**src/rtl/bus_arbiter_pkg.sv**
```systemverilog
// Shared types for the N-master word-bus arbiter.
// Master ids are sized for the largest supported arbiter; instances narrow them to $clog2(NUM_MASTERS).
package bus_arbiter_pkg;

  localparam int MAX_MASTERS = 16;
  localparam int MASTER_ID_W = $clog2(MAX_MASTERS);

  typedef logic [MASTER_ID_W-1:0] MasterId_t;

  typedef enum logic {
    ARB_IDLE,
    ARB_LOCKED
  } ArbState_t;

endpackage

```
**src/rtl/rr_priority_picker.sv**
```systemverilog
// Combinational round-robin / fixed-priority picker: first requester at or after rr_ptr, wrapping.
// Zero latency; no state and no backpressure of its own.
module rr_priority_picker #(
  parameter int N   = 4,
  parameter int IDW = $clog2(N)
) (
  input  logic [N-1:0]   req,
  input  logic [IDW-1:0] rr_ptr,
  input  logic           fixed_prio,
  output logic [IDW-1:0] id,
  output logic           valid
);

  logic [2*N-1:0] dbl_req;
  logic [2*N-1:0] thresh;
  logic [2*N-1:0] masked;
  logic [IDW-1:0] start;

  // Two copies of req side by side turn the wrap-around search into a plain lowest-bit search.
  always_comb begin
    start   = fixed_prio ? '0 : rr_ptr;
    dbl_req = {req, req};
    thresh  = '0;
    for (int i = 0; i < 2*N; i++) begin
      thresh[i] = (i >= int'(start));
    end
    masked = dbl_req & thresh;
    id     = '0;
    for (int i = 2*N-1; i >= 0; i--) begin
      if (masked[i]) begin
        id = IDW'(i % N);
      end
    end
    valid = |req;
  end

endmodule

```
**src/rtl/bus_arbiter_rr.sv**
```systemverilog
// N-master to 1-slave word-bus arbiter; owner picked combinationally in IDLE (zero added latency).
// A stalled transfer locks the grant until it completes or the owner withdraws; losers see m_stall = 1.
module bus_arbiter_rr
  import bus_arbiter_pkg::*;
#(
  parameter int NUM_MASTERS    = 4,
  parameter int ADDR_WIDTH     = 32,
  parameter int DATA_WIDTH     = 32,
  parameter int MASK_WIDTH     = DATA_WIDTH / 8,
  parameter int FIXED_PRIORITY = 0,
  localparam int ID_W          = $clog2(NUM_MASTERS)
) (
  input  logic                              clk,
  input  logic                              rst_n,
  input  logic [NUM_MASTERS*ADDR_WIDTH-1:0] m_address,
  input  logic [NUM_MASTERS-1:0]            m_read,
  input  logic [NUM_MASTERS-1:0]            m_write,
  input  logic [NUM_MASTERS*DATA_WIDTH-1:0] m_data_wr,
  input  logic [NUM_MASTERS*MASK_WIDTH-1:0] m_mask,
  output logic [NUM_MASTERS-1:0]            m_stall,
  output logic [DATA_WIDTH-1:0]             m_data_rd,
  output logic [DATA_WIDTH-1:0]             m_data_rd_2,
  output logic [ADDR_WIDTH-1:0]             s_address,
  output logic                              s_read,
  output logic                              s_write,
  output logic [DATA_WIDTH-1:0]             s_data_wr,
  output logic [MASK_WIDTH-1:0]             s_mask,
  input  logic                              s_stall,
  input  logic [DATA_WIDTH-1:0]             s_data_rd,
  input  logic [DATA_WIDTH-1:0]             s_data_rd_2,
  output logic [ID_W-1:0]                   grant_id,
  output logic                              grant_valid
);

  ArbState_t             state_q, state_d;
  logic [ID_W-1:0]       lock_id_q, lock_id_d;
  logic [ID_W-1:0]       rr_ptr_q, rr_ptr_d;
  logic [NUM_MASTERS-1:0] req;
  logic [ID_W-1:0]       pick_id;
  logic                  pick_vld;
  logic [ID_W-1:0]       owner;
  logic                  owner_vld;
  logic                  owner_req;

  function automatic logic [ID_W-1:0] next_id(input logic [ID_W-1:0] id);
    return (int'(id) == NUM_MASTERS - 1) ? '0 : id + 1'b1;
  endfunction

  assign req = m_read | m_write;

  rr_priority_picker #(
    .N   (NUM_MASTERS),
    .IDW (ID_W)
  ) u_picker (
    .req        (req),
    .rr_ptr     (rr_ptr_q),
    .fixed_prio (FIXED_PRIORITY != 0),
    .id         (pick_id),
    .valid      (pick_vld)
  );

  // While rst_n is low there is no owner, which forces every output to its idle value.
  always_comb begin
    owner     = '0;
    owner_vld = 1'b0;
    if (rst_n) begin
      if (state_q == ARB_LOCKED) begin
        owner     = lock_id_q;
        owner_vld = 1'b1;
      end else if (pick_vld) begin
        owner     = pick_id;
        owner_vld = 1'b1;
      end
    end
    owner_req = owner_vld & req[owner];
  end

  always_comb begin
    s_read    = owner_vld & m_read[owner];
    s_write   = owner_vld & m_write[owner];
    s_address = '0;
    s_data_wr = '0;
    s_mask    = '0;
    if (owner_vld) begin
      s_address = m_address[int'(owner)*ADDR_WIDTH +: ADDR_WIDTH];
      s_data_wr = m_data_wr[int'(owner)*DATA_WIDTH +: DATA_WIDTH];
      s_mask    = m_mask[int'(owner)*MASK_WIDTH +: MASK_WIDTH];
    end
    for (int i = 0; i < NUM_MASTERS; i++) begin
      m_stall[i] = rst_n & req[i] &
                   ((owner_vld && owner == ID_W'(i)) ? s_stall : 1'b1);
    end
    m_data_rd   = s_data_rd;
    m_data_rd_2 = s_data_rd_2;
    grant_valid = owner_vld;
    grant_id    = owner;
  end

  // Completion and withdrawal both release the lock; re-arbitration waits for the next cycle.
  always_comb begin
    state_d   = state_q;
    lock_id_d = lock_id_q;
    rr_ptr_d  = rr_ptr_q;
    case (state_q)
      ARB_IDLE: begin
        if (pick_vld) begin
          if (s_stall) begin
            state_d   = ARB_LOCKED;
            lock_id_d = pick_id;
          end else begin
            rr_ptr_d = next_id(pick_id);
          end
        end
      end
      ARB_LOCKED: begin
        if (!owner_req || !s_stall) begin
          state_d  = ARB_IDLE;
          rr_ptr_d = next_id(lock_id_q);
        end
      end
      default: state_d = ARB_IDLE;
    endcase
  end

  always_ff @(posedge clk) begin
    if (!rst_n) begin
      state_q   <= ARB_IDLE;
      lock_id_q <= '0;
      rr_ptr_q  <= '0;
    end else begin
      state_q   <= state_d;
      lock_id_q <= lock_id_d;
      rr_ptr_q  <= rr_ptr_d;
    end
  end

endmodule

```
**config.mk**
```make
export PLATFORM = sky130hd
export DESIGN_NAME = bus_arbiter_rr
export DESIGN_NICKNAME = d
export VERILOG_FILES = /design/src/rtl/bus_arbiter_pkg.sv /design/src/rtl/rr_priority_picker.sv /design/src/rtl/bus_arbiter_rr.sv
export SDC_FILE = /design/constraint.sdc
export NUM_CORES = 1
export LEC_CHECK = 0
export BUFFER_PORTS_ARGS = -buffer_cell sky130_fd_sc_hd__buf_2
export CORE_AREA = 2 2 190 192
export CTS_CLUSTER_SIZE = 25
export DETAILED_ROUTE_END_ITERATION = 16
export DIE_AREA = 0 0 192 194
export PLACE_DENSITY = 0.38
export SKIP_CTS_REPAIR_TIMING = 1
export SYNTH_ARGS = -nofsm -noshare
export SYNTH_HDL_FRONTEND = slang
export SYNTH_HIERARCHICAL = 1
export SYNTH_SLANG_ARGS = --single-unit
export TNS_END_PERCENT = 10
```
**constraint.sdc**
```tcl
create_clock -name clk -period 5.7 [get_ports clk]
set_clock_uncertainty 0.2 [all_clocks]
set_input_delay 0.57 -clock clk [delete_from_list [all_inputs] [get_ports clk]]
set_output_delay 0.57 -clock clk [all_outputs]
set_load 0.03 [all_outputs]
```
* Word-level counts from Yosys, hierarchy flattened
Index checks and enable logic that the tools add are counted.
** Storage, ports and cells
- Bits in registers :: 5
- Bits of input ports :: 347
- Output and inout port bits :: 141
- Logic and storage cells :: 82
** Cells by class
- Add/subtract/negate cells :: 2
- Magnitude comparators :: 4
- Eq/ne operators :: 8
- Shifts and indexed selects :: 3
- Muxes and demuxes :: 37
- Bitwise operators :: 14
- Reductions and logical operators :: 11
** Operators with widths (number)
- 128-bit by 8-bit indexed part select with 32-bit output :: 2
- 32-bit 2-to-1 mux :: 2
- 2-bit 2-to-1 mux :: 16
- 16-bit by 5-bit indexed part select with 4-bit output :: 1
- 1-bit 2-to-1 mux :: 13
- 1-bit bitwise AND :: 11
- 8-bit bitwise AND :: 1
- 1-bit binary-select mux with 2-bit select :: 3
- 2-bit by 1-bit equality test with 1-bit output (second input constant) :: 3
- 3-bit AND reduction :: 2
- 2-bit by 1-bit adder with 2-bit output (second input constant) :: 2
- 2-bit equality test (second input constant) :: 2
- 1-bit by 2-bit greater-or-equal comparator with 1-bit output (first input constant) :: 2
- 1-bit logical AND :: 4
- 4-bit 2-to-1 mux :: 1
- 2-bit != test (second input constant) :: 2
- 4-bit bitwise OR :: 1
- 2-bit one-hot mux with 2 select lines :: 1
- 4-bit OR reduction :: 1
- 2-bit by 3-bit less-than comparator with 1-bit output (second input constant) :: 1
- 2-bit greater-or-equal comparator (first input constant) :: 1
- 1-bit logical NOT :: 2
- 2-bit logical NOT :: 1
- 2-bit by 1-bit != test with 1-bit output (second input constant) :: 1
- other kinds (3) :: 3

* Logic depth before layout (Yosys ltp)
Gate-level depths: netlist of the first run.
- Depth after elaboration :: 20
- Depth in mapped cells :: 12
- Mapped depth without buffers :: 10

* Cells and area by module
The synthesis of the first run kept the hierarchy.
** By module, submodules not included
- bus_arbiter_rr :: instances 1, cells each 459, area each 2854.0 µm², seq. area each 100.1 µm²
- rr_priority_picker :: instances 1, cells each 13, area each 83.8 µm², seq. area each 0.0 µm²

* Worst setup path before layout of the first run
OpenSTA, ideal clock, no wires.
- Kind :: in2out
- Start point :: input m_read[1]
- End point :: output s_address[0]
- Arrival time :: 2.901 ns
- Data required time :: 4.930 ns
- Setup slack :: 2.029 ns
- Cell stages on the path :: 10
- Path buffers :: 1
- Cells stage by stage :: nor2_1 > inv_1 > nor2_1 > nor3_1 > a2111oi_2 > mux2i_2 > a211oi_2 > buf_2 > a22oi_1 > a31oi_1
** On the way
- Cells in the longest elaborated chain, start to end :: 13
- Elaborated cells between the ends (all ways) :: 17
- Classes of those cells :: 1 x shift; 13 x mux; 2 x bitwise; 1 x reduce/logical
** Ends and longest elaborated chain
- from (decl) :: line bus_arbiter_rr.sv:16 : input logic [NUM_MASTERS-1:0] m_read,
- 4-bit bitwise OR * :: line bus_arbiter_rr.sv:49 : assign req = m_read | m_write;
- net req[1] :: line bus_arbiter_rr.sv:38 : logic [NUM_MASTERS-1:0] req;
- 8-bit bitwise AND * :: line rr_priority_picker.sv:27 : masked = dbl_req & thresh;
- 2-bit 2-to-1 mux (4 in a row) :: line rr_priority_picker.sv:30 : if (masked[i]) begin
- 2-bit 2-to-1 mux * (2 in a row) :: line rr_priority_picker.sv:30
- net pick_id[1] :: line bus_arbiter_rr.sv:39 : logic [ID_W-1:0] pick_id;
- 2-bit 2-to-1 mux * :: line bus_arbiter_rr.sv:70 : end else if (pick_vld) begin
- 2-bit 2-to-1 mux * :: line bus_arbiter_rr.sv:67 : if (state_q == ARB_LOCKED) begin
- 2-bit 2-to-1 mux * :: line bus_arbiter_rr.sv:66 : if (rst_n) begin
- 128-bit by 8-bit indexed part select with 32-bit output * :: line bus_arbiter_rr.sv:85 : s_address = m_address[int'(owner)*ADDR_WIDTH +: ADDR_WIDTH];
- 32-bit 2-to-1 mux * :: line bus_arbiter_rr.sv:84 : if (owner_vld) begin
- to (decl) :: line bus_arbiter_rr.sv:23 : output logic [ADDR_WIDTH-1:0] s_address,
The timed path passes the listed nets; every way through them passes the cells marked *.

* Worst setup path in the final report of the first run
- Start point :: input m_read[2]
- End point :: output s_data_wr[0]
** On the way
- Cells in the longest elaborated chain, start to end :: 14
- Elaborated cells between the ends (all ways) :: 18
- Classes of those cells :: 1 x shift; 14 x mux; 2 x bitwise; 1 x reduce/logical
** Ends and longest elaborated chain
- 4-bit bitwise OR * :: line bus_arbiter_rr.sv:49
- net req[2] :: line bus_arbiter_rr.sv:38
- 8-bit bitwise AND * :: line rr_priority_picker.sv:27
- 2-bit 2-to-1 mux (4 in a row) :: line rr_priority_picker.sv:30
- 2-bit 2-to-1 mux * (3 in a row) :: line rr_priority_picker.sv:30
- net pick_id[1] :: line bus_arbiter_rr.sv:39
- 2-bit 2-to-1 mux * :: line bus_arbiter_rr.sv:70
- 2-bit 2-to-1 mux * :: line bus_arbiter_rr.sv:67
- 2-bit 2-to-1 mux * :: line bus_arbiter_rr.sv:66
- 128-bit by 8-bit indexed part select with 32-bit output * :: line bus_arbiter_rr.sv:86 : s_data_wr = m_data_wr[int'(owner)*DATA_WIDTH +: DATA_WIDTH];
- 32-bit 2-to-1 mux * :: line bus_arbiter_rr.sv:84
- to (decl) :: line bus_arbiter_rr.sv:26 : output logic [DATA_WIDTH-1:0] s_data_wr,
Marks and branches as above.

==> metrics.cfg, run 1 <==
[finish]
stdcell_count=1190
antennaDiodeCount=0
drive_above_1_share=0.5254
areaGrowthSynthToFinish_pct=63.25
final_util=0.1362
nets=1079
nFillCells=4170

[sta]
slew_viol_final=0
setup_viol=0
tightestPinTransition_ns=0.8885
hold_violations=0
max_slew_margin=0.4077
min_period_ns=4.576
finalCritPeriodShare=0.8029
setup_tns_ns=0
grt_setup_unrepaired=false
clock.fmax_mhz=218.5

[clocking]
cts_tree=yes
htreeDepth=1
numCtsBuffers=3
clk_pin_slew_worst_paths_ns=0.03
clkSinkCount=5
clockRootBuffer=clkbuf_16
clock_latency_ns=0.22
clockBufferDepth=2

[route]
drt_wl_total_um=18070
first_pass_iters=4
drcViolationCount=0
via_count=4863
viasPerCell=4.087
drtAntennaViolNets=0
drt_iter0_markers=172
wl_per_cell_um=15.18

[yosys]
async_flop_share=0
yosysTopAreaCellShare=0.2419
ys_ff_latch=5
syn_avg_cell_area_um2=6.224
synth_edf_count=0
yosys.area_share.xor_xnor=0
yosys_warnings=6
synthSimpleGateAreaFrac=0.2824
synth_seq_area_share=0.03407
muxShareOfSynthArea=0.01874
synth_largest_area_cell=nand3_1
synth_commonest_cells=nand3_1, a22oi_1, a31oi_1
synth_cell_types=35
synth_top_family_by_area=compound AO/OA/AOI/OAI gates
post-synth-top-count-cell=nand3_1
synth_compound_area_frac=0.3991
synth_area_um2=2938
synthAdderAreaFrac=0.008518
synthTopCellsByArea=nand3_1, a22oi_1, buf_4
synth_ff_type=dfxtp_1
postSynthCellCount=472

[worst_setup_path]
start_kind=primary input
worstPathMaxFanout=84
critPathKind=in -> out
r2r_setup_slack_ns=2.01
worstReg2RegEnd=rr_ptr_q[1]$_SDFFE_PN0P_
cp_slowest_stage_delay_ns=0.76
r2r-start=rr_ptr_q[1]$_SDFFE_PN0P_
end_kind=output port
crit_arrival_ns=3.81
cpMaxStageDelayCell=buf_4
cp_cell_sequence=buf_2 > nor2_1 > inv_1 > nor2_1 > a2111oi_2 > mux2i_4 > buf_4 > buf_4 > nand3_1 > a31oi_1 > buf_2
worstPathRequired_ns=4.93
reg2reg_depth=9

[outcome]
status=complete, no violations

[global_route]
grt_pass1_wl_um=25430
grt-ovfl-total=0
grt_max_degree=85
grt_pass1_vias=4602
grt_usage=0.08707
antenna_found_initial=2

[die]
start_util=0.08340
rows=69
io_pins=488
die_area_um2=37250
die_width_um=192
die_y_um=194
core_um2=35220

[hold_path]
hold_end=rr_ptr_q[0]$_SDFFE_PN0P_
hold_class=reg -> reg
hold_depth=1
min_from=rr_ptr_q[0]$_SDFFE_PN0P_

[power]
swShare=0.5117
leakagePower_nw=2.209
p_per_area_nw_per_um2=127.4
vdd_ir_drop_max_mv=0.1081
p_sw_w=0.0003126
pwr-share-seq=0.070
power.share.combinational=0.743
power_frac_clock=0.186
intPower_w=0.0002983

[placed_design]
port_buffers=359
gp_congestion=0.8339
dpl.cell_count=1186
dp_hpwl_um=14430

[job]
drv_cap=0

## cell usage in the layout, fill, tap and decap left out, drive strengths merged, types with 3 or more instances in the layout
cell,count
inv,10
a31oi,70
conb,3
nand3,142
buf,368
a22oi,71
dfxtp,5
nand2,5
a211oi,6
nor2,15
mux2i,4
clkbuf,4
## worst max path at each step
stage	start	to	cells past startpoint
after floorplan	m_read[1]	s_address[0]	10
after global routing	m_read[2]	s_data_wr[0]	11
after global placement	m_read[2]	s_data_wr[0]	11
final	m_read[2]	s_data_wr[0]	11
after CTS	m_read[3]	s_data_wr[0]	11
after detailed placement	m_read[2]	s_data_wr[0]	11
## flip-flops by register name, indices dropped and copies added, names as in the netlist
| register | count |
|---|---|
| rr_ptr_q | 2 |
| lock_id_q | 2 |
| state_q | 1 |
## layout make-up
| cell class | instances | area (um2) | share of cell area |
|---|---|---|---|
| repair buffers | 368 | 1877 | 0.3913 |
| flip-flops and latches | 5 | 100.1 | 0.02087 |
| inverters | 10 | 37.54 | 0.007827 |
| clock buffers | 4 | 78.83 | 0.01644 |
| multi-input cells | 342 | 2126 | 0.4433 |
| well taps | 461 | 576.8 | 0.1203 |
## power by group through the flow
stage / clock network, W / registers, W / logic [W]
6_report: 0.000114 / 0.0000430 / 0.000454
5_1_grt: 0.000119 / 0.0000436 / 0.000495
4_1_cts: 0.000115 / 0.0000430 / 0.000458
3_5_place_dp: 0 / 0.0000435 / 0.000457
3_3_place_gp: 0 / 0.0000435 / 0.000459
2_1_floorplan: 0 / 0.0000409 / 0.000348
## routing by layer
metal / part of all wire / vias up / global-route usage
li1: - / 2282 / -
met3: 0.10 / 42 / 0.02027
met4: 0.044 / 4 / 0.03732
met5: 0.0015 / - / 0
met2: 0.49 / 303 / 0.1604
met1: 0.36 / 2232 / 0.09384
## through the flow
stage          hold WS (ns)  cell area, um2  worst slack (ns)  total power (W)
2_1_floorplan        0.3257            2945             2.029        0.0003890
3_3_place_gp         0.3606            4717             1.207        0.0005030
3_5_place_dp         0.3578            4717             1.180        0.0005009
4_1_cts              0.3653            4796             1.178        0.0006164
5_1_grt              0.3818            4796            0.8668        0.0006577
6_report             0.3601            4796             1.124        0.0006109
## worst max-delay path, delay by kind of cell
kind	cells	cell delay, ns
and+or+nand+nor	3	0.79
buffers and inverters	5	1.73
muxes	1	0.20
AOI/OAI and AO/OA	2	0.33
## logic make-up after synthesis
group | count (synthesis)
buffers and inverters | 127
AND/OR/NAND/NOR | 169
flip-flops | 5
multiplexers | 5
AO/OA/AOI/OAI | 163
other | 1
adder cells (fa/ha/maj) | 2
No activity file was read; power rests on OpenSTA's default activity.
==> inputs of run 2 (changes only) <==
Settings changed: CORE_AREA 2 2 190 192 to 2 2 191 193, DIE_AREA 0 0 192 194 to 0 0 193 195.
Clock period 5.7 ns to 4.5 ns, I/O delays scaled along.
==> run 2 against run 1 <==
Compared with the run above: power increased by 31%; final area grew 2.2%; combinational power increased by 32%; sequential power rose by 27%; routed wire length up 8.7%; die area increased by 1.0%; sequential share of layout area is essentially flat; largest power group unchanged; first-iteration DRC count up 33%; register-to-register slack worse by 0.38 ns.
==> metrics.cfg, run 2 (synthesis gave the netlist of run 1 again) <==
[finish]
areaGrowthSynthToFinish_pct=66.91  ; was 63.25%
nets=1084  ; was 1079
antennaDiodeCount=0  ; unchanged
final_common_cell=buf_2  ; unchanged
final_cell_mix=buf_2, nand3_1, a22oi_1  ; unchanged
reg.largest.list=lock_id_q x2, rr_ptr_q x2, state_q x1  ; unchanged
drive_above_1_share=0.5286  ; was 0.5254

[placed_design]
gp_congestion=0.8051  ; was 0.8339
dp_hpwl_um=15530  ; was 14430 um
place_ws_ns=0.4678  ; was 1.180 ns
port_buffers=359  ; unchanged

[route]
wl_per_cell_um=16.44  ; was 15.18 um
drt_wl_total_um=19650  ; was 18070 um
drcViolationCount=0  ; unchanged
first_pass_iters=5  ; was 4
drtAntennaViolNets=0  ; unchanged
drt_iter0_markers=229  ; was 172
via_count=4923  ; was 4863
viasPerCell=4.120  ; was 4.087

[worst_setup_path]
reg2reg_depth=9  ; unchanged
end_kind=output port  ; unchanged
start_kind=primary input  ; unchanged
crit_arrival_ns=3.37  ; was 3.81 ns
worstPathRequired_ns=3.85  ; was 4.93 ns
critPathKind=in -> out  ; unchanged
worstPathMaxFanout=32  ; was 84

[global_route]
grt_max_degree=144  ; was 85
grt-ovfl-total=0  ; unchanged
antenna_found_initial=2  ; unchanged
grt_pass1_wl_um=27170  ; was 25430 um
grt_usage=0.09384  ; was 0.08707
grt_pass1_vias=4839  ; was 4602

[clocking]
numCtsBuffers=3  ; unchanged
clk_pin_slew_worst_paths_ns=0.03  ; about the same
clock_latency_ns=0.23  ; was 0.22 ns
clkSinkCount=5  ; unchanged
clockRootBuffer=clkbuf_16  ; unchanged
clockBufferDepth=2  ; unchanged
htreeDepth=1  ; unchanged
cts_tree=yes  ; unchanged

[sta]
finalCritPeriodShare=0.8929
max_slew_margin=0.5451  ; was 0.4077
timing.final.ws_setup_ns=0.4820  ; was 1.124 ns
setup_viol=0  ; unchanged
tightestPinTransition_ns=0.6824  ; was 0.8885 ns
slew_viol_final=0  ; unchanged
setup_tns_ns=0  ; unchanged
clock.fmax_mhz=248.9
min_period_ns=4.018
grt_setup_unrepaired=false  ; unchanged
hold_violations=0  ; unchanged

[outcome]
status=complete, no violations  ; unchanged

[die]
rows=69  ; unchanged
core_um2=35400  ; was 35220 um2
io_pins=488  ; unchanged
die_area_um2=37640  ; was 37250 um2
die_y_um=195  ; was 194 um
die_width_um=193  ; was 192 um
start_util=0.08300  ; was 0.08340

[power]
leakagePower_nw=2.264  ; was 2.209 nW
vdd_ir_drop_max_mv=0.09620  ; was 0.1081 mV
p_per_area_nw_per_um2=163.1  ; was 127.4 nW/um2

[hold_path]
hold_class=in -> reg  ; was reg -> reg
hold_depth=2  ; was 1

[job]
drv_cap=0  ; unchanged

-- run 2: per-stage QoR --
step / utilization / cell area, um2 / instances / hold slack [ns] / power [W]
3_3_place_gp: 0.1363 / 4825 / 1191 / 0.3682 / 0.0006601
6_report: 0.1385 / 4903 / 1195 / 0.3377 / 0.0007998
4_1_cts: 0.1385 / 4903 / 1195 / 0.3407 / 0.0008068
3_5_place_dp: 0.1363 / 4825 / 1191 / 0.3712 / 0.0006574
5_1_grt: 0.1385 / 4903 / 1195 / 0.3517 / 0.0008569
2_1_floorplan: - / 2945 / 474 / 0.3257 / 0.0004927
-- run 2: path summary, 6_finish.rpt --
check                                start                       end  slack (ns)
setup reg to reg  rr_ptr_q[1]$_SDFFE_PN0P_        state_q$_SDFF_PN0_        1.63
hold / removal                       rst_n  rr_ptr_q[0]$_SDFFE_PN0P_        0.34
setup / recovery                 m_read[1]              s_address[2]        0.48
hold reg to reg   rr_ptr_q[0]$_SDFFE_PN0P_  rr_ptr_q[0]$_SDFFE_PN0P_        0.37
-- run 2: per-layer routing --
layer,GRT usage,vias to the layer above,share of wire
met5,0,-,0.0014
met4,0.05387,4,0.059
met3,0.01995,70,0.096
met2,0.1751,315,0.50
met1,0.09518,2243,0.34
li1,-,2291,-
-- run 2: power breakdown --
part           internal, W  leakage [nW]  switching [W]  total (W)
combinational     0.000224          2.18       0.000375   0.000599
sequential       0.0000481        0.0412     0.00000639  0.0000545
clock             0.000117        0.0382      0.0000290   0.000146
-- run 2: layout make-up --
type                    count  area (um2)
clock buffers               4       78.83
fillers                  4175       30490
inverters                  10       37.54
multi-input cells         342        2133
flip-flops and latches      5       100.1
well taps                 461       576.8
repair buffers            373        1977
-- run 2: worst max-delay path, cell delays in order --
cell and delay (ns):
buf_2 0.11, nor2_1 0.32, inv_1 0.16, nor2_1 0.17
nor3_1 0.07, a2111oi_2 0.29, buf_4 0.20, mux2_2 0.21
o2111a_4 0.53, buf_12 0.28, a22oi_1 0.16, a31oi_1 0.17
buf_2 0.22
==> inputs of run 3 (changes only) <==
Settings changed: MAX_ROUTING_LAYER from default to met4.
==> run 3 against run 2 <==
Compared with the run above: combinational power about the same; clock-buffer cell count is the same; clock power hardly changed; global-route usage grew 0.28 points; power is 0.11% higher; non-clock buffer count unchanged; sequential share of layout area hardly changed; critical path depth unchanged; via count increased by 0.12%; worst setup slack worse by 0.0044 ns; largest power group unchanged; maximum frequency fell by 0.11%; sequential cell count is the same.
==> metrics.cfg, run 3 (synthesis gave the netlist of run 1 again) <==
[clocking]
clock_latency_ns=0.23  ; about the same
htreeDepth=1  ; unchanged
clk_pin_slew_worst_paths_ns=0.03  ; about the same
clockRootBuffer=clkbuf_16  ; unchanged
numCtsBuffers=3  ; unchanged
clockBufferDepth=2  ; unchanged
clkSinkCount=5  ; unchanged
cts_tree=yes  ; unchanged

[die]
start_util=0.08300  ; unchanged
die_area_um2=37640  ; unchanged
core_um2=35400  ; unchanged
die_width_um=193  ; unchanged
die_y_um=195  ; unchanged
io_pins=488  ; unchanged
rows=69  ; unchanged

[placed_design]
place_ws_ns=0.4678  ; unchanged
port_buffers=359  ; unchanged
dp_hpwl_um=15530  ; unchanged
gp_congestion=0.8168  ; was 0.8051
dpl.cell_count=1191  ; unchanged

[global_route]
grt_max_degree=144  ; unchanged
antenna_found_initial=2  ; unchanged
grt_usage=0.09666  ; was 0.09384
grt_pass1_vias=4833  ; was 4839
grt-ovfl-total=0  ; unchanged
grt_pass1_wl_um=27190  ; was 27170 um

[outcome]
status=complete, no violations  ; unchanged

[power]
leakagePower_nw=2.264  ; about the same
p_total_w=0.0008007  ; was 0.0007998 W
p_per_area_nw_per_um2=163.1  ; about the same
vdd_ir_drop_max_mv=0.09667  ; was 0.09620 mV

[worst_setup_path]
worstPathRequired_ns=3.85  ; about the same
end_kind=output port  ; unchanged
worstPathMaxFanout=32  ; unchanged
critPathKind=in -> out  ; unchanged
crit_arrival_ns=3.37  ; about the same
start_kind=primary input  ; unchanged

[finish]
final_common_cell=buf_2  ; unchanged
final_cell_mix=buf_2, nand3_1, a22oi_1  ; unchanged
drive_above_1_share=0.5286  ; unchanged
nFillCells=4175  ; unchanged
nets=1084  ; unchanged
final_util=0.1387  ; was 0.1385
reg.largest.list=lock_id_q x2, rr_ptr_q x2, state_q x1  ; unchanged
stdcell_count=1197  ; was 1195
areaGrowthSynthToFinish_pct=67.08  ; was 66.91%

[route]
via_count=4929  ; was 4923
drt_wl_total_um=19700  ; was 19650 um
wl_per_cell_um=16.46  ; was 16.44 um
drt_iter0_markers=199  ; was 229
drcViolationCount=0  ; unchanged
drtAntennaViolNets=0  ; unchanged
first_pass_iters=5  ; unchanged
viasPerCell=4.118  ; was 4.120

[sta]
setup_viol=0  ; unchanged
clock.fmax_mhz=248.6  ; was 248.9 MHz
hold_violations=0  ; unchanged
timing.final.ws_setup_ns=0.4776  ; was 0.4820 ns
max_slew_margin=0.5411  ; was 0.5451
min_period_ns=4.022  ; was 4.018 ns
grt_setup_unrepaired=false  ; unchanged
finalCritPeriodShare=0.8939  ; was 0.8929
setup_tns_ns=0  ; unchanged
slew_viol_final=0  ; unchanged
tightestPinTransition_ns=0.6884  ; was 0.6824 ns

[job]
drv_cap=0  ; unchanged

[hold_path]
hold_class=in -> reg  ; unchanged

-- run 3: cell types whose count changed in the layout (fill, tap and decap cells not counted) --
| cell | before | now |
|---|---|---|
| diode_2 | 0 | 2 |
-- run 3: layer usage --
metal,vias up,GRT usage,wire [um],share of wire
met1,2266,0.09627,6914,0.35
met5,-,-,0,0
met3,64,0.01833,1799,0.091
met4,0,0.05331,1116,0.057
li1,2295,-,-,-
met2,304,0.1755,9869,0.50
-- run 3: per-stage QoR --
step	area (um2)	hold slack, ns
floorplan	2945	0.3257
global placement	4825	0.3682
detailed placement	4825	0.3712
CTS	4903	0.3407
global route	4908	0.3503
finish	4908	0.3373
-- run 3: worst paths after layout --
kind / startpoint / end / slack, ns / depth (start not counted)
setup / recovery: m_read[1] / s_address[2] / 0.48 / 13
hold / removal: rst_n / rr_ptr_q[0]$_SDFFE_PN0P_ / 0.34 / 2
setup reg to reg: rr_ptr_q[1]$_SDFFE_PN0P_ / state_q$_SDFF_PN0_ / 1.63 / 9
hold reg to reg: rr_ptr_q[0]$_SDFFE_PN0P_ / rr_ptr_q[0]$_SDFFE_PN0P_ / 0.37 / 1
-- run 3: power by group --
| group | leakage (nW) | internal, W | switching (W) |
|---|---|---|---|
| sequential | 0.0412 | 0.0000481 | 0.00000637 |
| combinational | 2.18 | 0.000224 | 0.000376 |
| clock | 0.0382 | 0.000117 | 0.0000293 |
| total | 2.26 | 0.000389 | 0.000412 |
-- run 3: worst max-delay path, cell delays in order --
cell and delay (ns):
buf_2 0.11, nor2_1 0.32, inv_1 0.16, nor2_1 0.16, nor3_1 0.07, a2111oi_2 0.29
buf_4 0.20, mux2_2 0.21, o2111a_4 0.53, buf_12 0.28, a22oi_1 0.17, a31oi_1 0.17
buf_2 0.22
-- run 3: layout make-up --
| cell class | instances | area [um2] | share of cell area |
|---|---|---|---|
| multi-input combinational | 342 | 2133 | 0.4346 |
| timing repair buffer | 373 | 1977 | 0.4028 |
| tap | 461 | 576.8 | 0.1175 |
| sequential | 5 | 100.1 | 0.02039 |
| clock buffer | 4 | 78.83 | 0.01606 |
| inverter | 10 | 37.54 | 0.007647 |
| antenna | 2 | 5.005 | 0.001020 |
